[config.mk]
export PLATFORM = sky130hd
export DESIGN_NAME = bram_stream_reader
export DESIGN_NICKNAME = d
export VERILOG_FILES = /design/src/rtl/bram_stream_reader.sv
export SDC_FILE = /design/constraint.sdc
export NUM_CORES = 1
export LEC_CHECK = 0
export CORE_MARGIN = 2
export CORE_UTILIZATION = 30
export DETAILED_ROUTE_END_ITERATION = 16
export PLACE_DENSITY_LB_ADDON = 0.25
export SLEW_MARGIN = 10
export SYNTH_ARGS = -nofsm -noshare
export SYNTH_HDL_FRONTEND = slang
export SYNTH_SLANG_ARGS = --single-unit
[constraint.sdc]
create_clock -name clock -period 21.5 [get_ports clock]
set_input_delay 2.15 -clock clock [delete_from_list [all_inputs] [get_ports clock]]
set_output_delay 2.15 -clock clock [all_outputs]
set_load 0.02 [all_outputs]
[src/rtl/bram_stream_reader.sv]
// bram_stream_reader
// Read-side controller for one port of the 256-bit local-memory BRAM.
// Turns a (base address, length) command into back-to-back single-cycle
// reads and hands the returned words out as a valid/ready stream with a
// last marker. The BRAM's one-cycle read latency is absorbed by a 2-entry
// output FIFO. Reads are only issued when a FIFO slot is guaranteed, so
// backpressure never drops or duplicates a word.

module bram_stream_reader #(
   parameter int DATA_WIDTH = 256,
   parameter int ADDR_WIDTH = 15,
   parameter int DEPTH      = 20480,
   parameter int LEN_WIDTH  = 16
) (
   input  logic                  clock,
   input  logic                  reset,
   input  logic                  cmd_valid,
   output logic                  cmd_ready,
   input  logic [ADDR_WIDTH-1:0] cmd_addr,
   input  logic [LEN_WIDTH-1:0]  cmd_len,
   output logic                  ram_en,
   output logic [ADDR_WIDTH-1:0] ram_addr,
   input  logic [DATA_WIDTH-1:0] ram_dout,
   output logic                  out_valid,
   input  logic                  out_ready,
   output logic [DATA_WIDTH-1:0] out_data,
   output logic                  out_last,
   output logic                  busy,
   output logic                  err
);

   typedef enum logic [1:0] {
      IDLE  = 2'd0,
      READ  = 2'd1,
      DRAIN = 2'd2
   } state_t;

   localparam logic [31:0]           DEPTH_W   = 32'(DEPTH);
   localparam logic [ADDR_WIDTH-1:0] LAST_ADDR = ADDR_WIDTH'(DEPTH - 1);
   localparam logic [ADDR_WIDTH-1:0] ADDR_ONE  = ADDR_WIDTH'(1);
   localparam logic [LEN_WIDTH-1:0]  LEN_ONE   = LEN_WIDTH'(1);

   state_t                  state_q, state_d;
   logic [ADDR_WIDTH-1:0]   addr_q, addr_d;
   logic [ADDR_WIDTH-1:0]   holdAddr_q, holdAddr_d;
   logic [LEN_WIDTH-1:0]    remain_q, remain_d;
   logic                    inflight_q, inflight_d;
   logic                    inflightLast_q, inflightLast_d;
   logic                    err_q, err_d;

   logic [DATA_WIDTH-1:0]   fifoData_q [2];
   logic [1:0]              fifoLast_q;
   logic                    wrPtr_q;
   logic                    rdPtr_q;
   logic [1:0]              count_q;

   logic                    pop;
   logic                    push;
   logic                    issue;
   logic                    addrInRange;
   logic [2:0]              occupancy;

   assign pop         = (count_q != 2'd0) && out_ready;
   assign push        = inflight_q;
   assign occupancy   = {1'b0, count_q} + {2'b00, inflight_q} - {2'b00, pop};
   assign issue       = (state_q == READ) && (occupancy < 3'd2);
   assign addrInRange = {{(32-ADDR_WIDTH){1'b0}}, cmd_addr} < DEPTH_W;

   assign cmd_ready = (state_q == IDLE);
   assign busy      = (state_q != IDLE);
   assign err       = err_q;
   assign out_valid = (count_q != 2'd0);
   assign out_data  = fifoData_q[rdPtr_q];
   assign out_last  = fifoLast_q[rdPtr_q];

   // Command acceptance, read issue with address wrap, and drain detection;
   // the BRAM port is driven directly so a read goes out the cycle it is allowed.
   always_comb begin
      state_d        = state_q;
      addr_d         = addr_q;
      holdAddr_d     = holdAddr_q;
      remain_d       = remain_q;
      inflight_d     = issue;
      inflightLast_d = issue && (remain_q == '0);
      err_d          = 1'b0;
      ram_en         = issue;
      ram_addr       = issue ? addr_q : holdAddr_q;

      case (state_q)
         IDLE: begin
            if (cmd_valid) begin
               if (addrInRange) begin
                  addr_d   = cmd_addr;
                  remain_d = cmd_len;
                  state_d  = READ;
               end else begin
                  err_d = 1'b1;
               end
            end
         end
         READ: begin
            if (issue) begin
               holdAddr_d = addr_q;
               addr_d     = (addr_q == LAST_ADDR) ? '0 : addr_q + ADDR_ONE;
               if (remain_q == '0) begin
                  state_d = DRAIN;
               end else begin
                  remain_d = remain_q - LEN_ONE;
               end
            end
         end
         DRAIN: begin
            if (!inflight_q && (occupancy == 3'd0)) begin
               state_d = IDLE;
            end
         end
         default: begin
            state_d = IDLE;
         end
      endcase
   end

   // Control state register; reset abandons any command in progress.
   always_ff @(posedge clock or posedge reset) begin
      if (reset) begin
         state_q        <= IDLE;
         addr_q         <= '0;
         holdAddr_q     <= '0;
         remain_q       <= '0;
         inflight_q     <= 1'b0;
         inflightLast_q <= 1'b0;
         err_q          <= 1'b0;
      end else begin
         state_q        <= state_d;
         addr_q         <= addr_d;
         holdAddr_q     <= holdAddr_d;
         remain_q       <= remain_d;
         inflight_q     <= inflight_d;
         inflightLast_q <= inflightLast_d;
         err_q          <= err_d;
      end
   end

   // Two-entry output FIFO: captures the BRAM word the cycle after its read
   // and pops on an output handshake; cleared so outputs read zero after reset.
   always_ff @(posedge clock or posedge reset) begin
      if (reset) begin
         fifoData_q[0] <= '0;
         fifoData_q[1] <= '0;
         fifoLast_q    <= 2'b00;
         wrPtr_q       <= 1'b0;
         rdPtr_q       <= 1'b0;
         count_q       <= 2'd0;
      end else begin
         if (push) begin
            fifoData_q[wrPtr_q] <= ram_dout;
            fifoLast_q[wrPtr_q] <= inflightLast_q;
            wrPtr_q             <= ~wrPtr_q;
         end
         if (pop) begin
            rdPtr_q <= ~rdPtr_q;
         end
         count_q <= count_q + {1'b0, push} - {1'b0, pop};
      end
   end

endmodule

==> flow_summary_export.csv <==
group,metric,value,unit
timing,final_hold_viol_count,0,
setup_path,end_kind,"primary output",
timing,fin_crit,7540,ps
synth,synth_area,0.0252,sq mm
synth,yosys.cell_types.count,63,
die,core-area,0.0834,sq mm
layout,fillers,7623,
layout,area_growth_syn_to_layout,36.5,%
detailed_routing,drtIter0Drc,619,
setup_path,path_cells,"clkdlybuf4s50_1 -> and2_1 -> ha_1 -> inv_1 -> ha_1 -> fa_1 -> nor3_2 -> buf_4 -> mux2_2 -> clkdlybuf4s50_1",
setup_path,r2r_slack,17850,ps
setup_path,critPathTopFamily,"buffers and inverters",
detailed_routing,ant_nets,0,
global_route,grt_max_degree,172,
clock_network,post_cts_resized,0,
place,pre_cts_slack,13990,ps
detailed_routing,drc,0,
clock_network,insertion_delay,620,ps
timing,slew_viol_final,0,
detailed_routing,wl,69000,um
setup_path,cp-start-kind,"input pin",
clock_network,cts_buffers,68,
die,pin_count,568,
timing,tns,0,ps
job,maxCapViolCount,0,
timing,max_freq,0.133,GHz
timing,setup_slack,13960,ps
setup_path,r2r-end,"fifoData_q[458]",
synth,synth.net_count,2019,
die,dieHeight,294,um
layout,num-nets-final,2565,
die,rows,106,
place,dpl.hpwl,46800,um
timing,worst_pin_slew,1180,ps
synth,synth.top_cell.area_share,56.4,%
global_route,grt_pass1_vias,17800,
synth,yosys.area.top_type,"dfrtp_1",
synth,postSynthAreaPerCell,14.6,sq um
layout,drive_above_1_share,41.0,%
clock_network,root_buffer,"clkbuf_16",
setup_path,cp.buffers_inverters,4,
global_route,globalRouteOverflowTotal,0,
clock_network,cts_tree,"yes",
power_and_ir_drop,powerDensity,180,mW/mm^2
clock_network,path_clk_slew,50,ps
detailed_routing,dr.pass1.iters,4,
synth,yosys_warnings,0,
setup_path,required,19350,ps
synth,synth_area_leaders,"dfrtp_1 (56%), mux2_2 (36%), clkbuf_1 (1.3%), buf_2 (0.36%), o21ai_0 (0.36%)",
die,start_util,30.2,%
setup_path,slowest_delay,550,ps
worst_hold_path,holdPathEnd,"fifoData_q[74]",
synth,ys_ff_latch,569,
synth,synthArstFlopShare,100,%
clock_network,clock-sinks,569,
worst_hold_path,whs_path_depth,1,
place,port_buffers,567,
detailed_routing,vias,16300,
synth,synth_ff_type,"dfrtp_1",
setup_path,r2r-start,"inflight_q",
worst_hold_path,min_from,"fifoData_q[74]",
global_route,antenna_found_initial,17,
synth,synth_edf_count,0,
die,dieWidth,294,um
setup_path,arrival,5390,ps
setup_path,cp_max_fo,34,
setup_path,r2r_cells,4,
setup_path,critPathKind,"in -> out",
clock_network,hold_buffers,0,
timing,final.setup_skew,32.2,ps
timing,finalCritPeriodShare,35.1,%
timing,setup_viol,0,
global_route,grt_pass1_wl,106000,um
timing,relSlewSlack,21.1,%
power_and_ir_drop,ir_drop,109,uV
die,die-area,0.0864,sq mm
timing,rsz0062_at_grt,"false",
detailed_routing,via_per_inst,4.78,
worst_hold_path,hp-class,"reg -> reg",
synth,netlist_instances,1723,
place,place.gp.congestion,0.831,
setup_path,cp_slowest_cell,"fa_1",
clock_network,htree_levels,3,
clock_network,cts_setup_buffers,0,
detailed_routing,wl_per_cell,20.2,um
power_and_ir_drop,power_leakage,13.8,nW
run_status,status,"finished, final reports clean",
clock_network,cts_buffer_depth,3,
synth,ys_seq_area_share,56.4,%
global_route,track_usage,15.7,%
## worst max-delay path by stage
stage	start	endpoint	slack, ps	cells after the start
finish	out_ready	ram_addr[9]	13960	10
global route	out_ready	ram_addr[7]	13810	10
CTS	out_ready	ram_addr[0]	13940	10
detailed placement	out_ready	ram_addr[0]	13990	10
global placement	out_ready	ram_addr[9]	14000	10
floorplan	reset	addr_q[0]	3430	1
## synth_stat cells (all sizes together) (11+ instances only)
library cell	n
buf	24
inv	20
dfrtp	569
o21ai	19
nand2	18
a21oi	12
nor3	12
nand4	11
mux2	801
clkbuf	86
nor2	21
## metal layers
layer	wire, um	part of all wire [%]	global-route usage, %
met3	4800	7.0	4.85
met5	98	0.14	0
met2	34800	50	27.0
met4	2230	3.2	6.12
met1	27000	39	18.1
## placed cells by master, fill, tap and decap left out, drive strengths merged, types with 3 or more instances in the layout
cell type / instances
nand2: 18
or3: 3
o31ai: 3
a32oi: 4
buf: 19
clkinv: 21
diode: 9
o21ai: 19
o21a: 3
nor2b: 3
clkinvlp: 3
nor3: 12
a22oi: 5
or3b: 3
bufinv: 7
nand4: 11
nand3b: 5
inv: 23
or4: 6
nor4: 8
a41oi: 4
a21oi: 12
nor2: 21
ha: 4
nand2b: 3
o211ai: 6
clkdlybuf4s50: 567
o22ai: 8
mux2: 801
a31oi: 9
dfrtp: 569
clkbuf: 89
nand3: 9
nor3b: 3
or2: 6
## report_power, final
part           switching [mW]  leakage [nW]  internal, mW
clock network           0.483          1.18         0.726
registers               0.273          6.66          1.61
logic                    1.44          5.99          1.67
## sequential cells by signal (all words and copies together), names as in the netlist, 2 cells and up
signal / count
addr_q: 15
fifoLast_q: 2
fifoData_q: 512
state_q: 2
remain_q: 16
holdAddr_q: 15
count_q: 2
## kinds of logic (layout without fill, tap and decap cells)
| family | count (synthesis) | after routing | synth area share, % |
|---|---|---|---|
| buf+inv | 130 | 729 | 2.08 |
| fa+ha+maj | 5 | 5 | 0.278 |
| mux | 802 | 802 | 35.8 |
| flops | 569 | 569 | 56.4 |
| other cells | 0 | 9 | 0 |
| xor+xnor | 3 | 3 | 0.104 |
| compound gates | 99 | 99 | 2.82 |
| simple gates | 115 | 115 | 2.49 |
## stage by stage
step                      cells  cell area [sq um]  hold WS (ps)  util [%]  power, mW
after CTS                  3402              34400           500      41.3       6.31
after global placement     3279              32000           481      38.4       4.98
after detailed placement   3279              32000           487      38.4       5.05
final                      3411              34400           497      41.3       6.21
after floorplan            1723              25200           461         -       3.79
after global routing       3409              34400           509      41.3       6.57
## worst reg2reg max path, stage by stage, from the launching register on
cell and delay [ps]:
dfrtp_1 480, nor2b_4 900, buf_4 840, buf_4 840, mux2_2 480
## final cells by class
cell class                 count  area [sq um]  share of cell area (%)
sequential                   569         14200                    41.3
multi-input combinational   1024         10500                    30.5
timing repair buffer         586          5840                    17.0
clock buffer                  89          1920                    5.58
tap                         1080          1350                    3.92
clock inverter                34           493                    1.43
inverter                      20          82.6                   0.240
antenna                        9          22.5                  0.0654
Power figures use the tool's default switching activity.
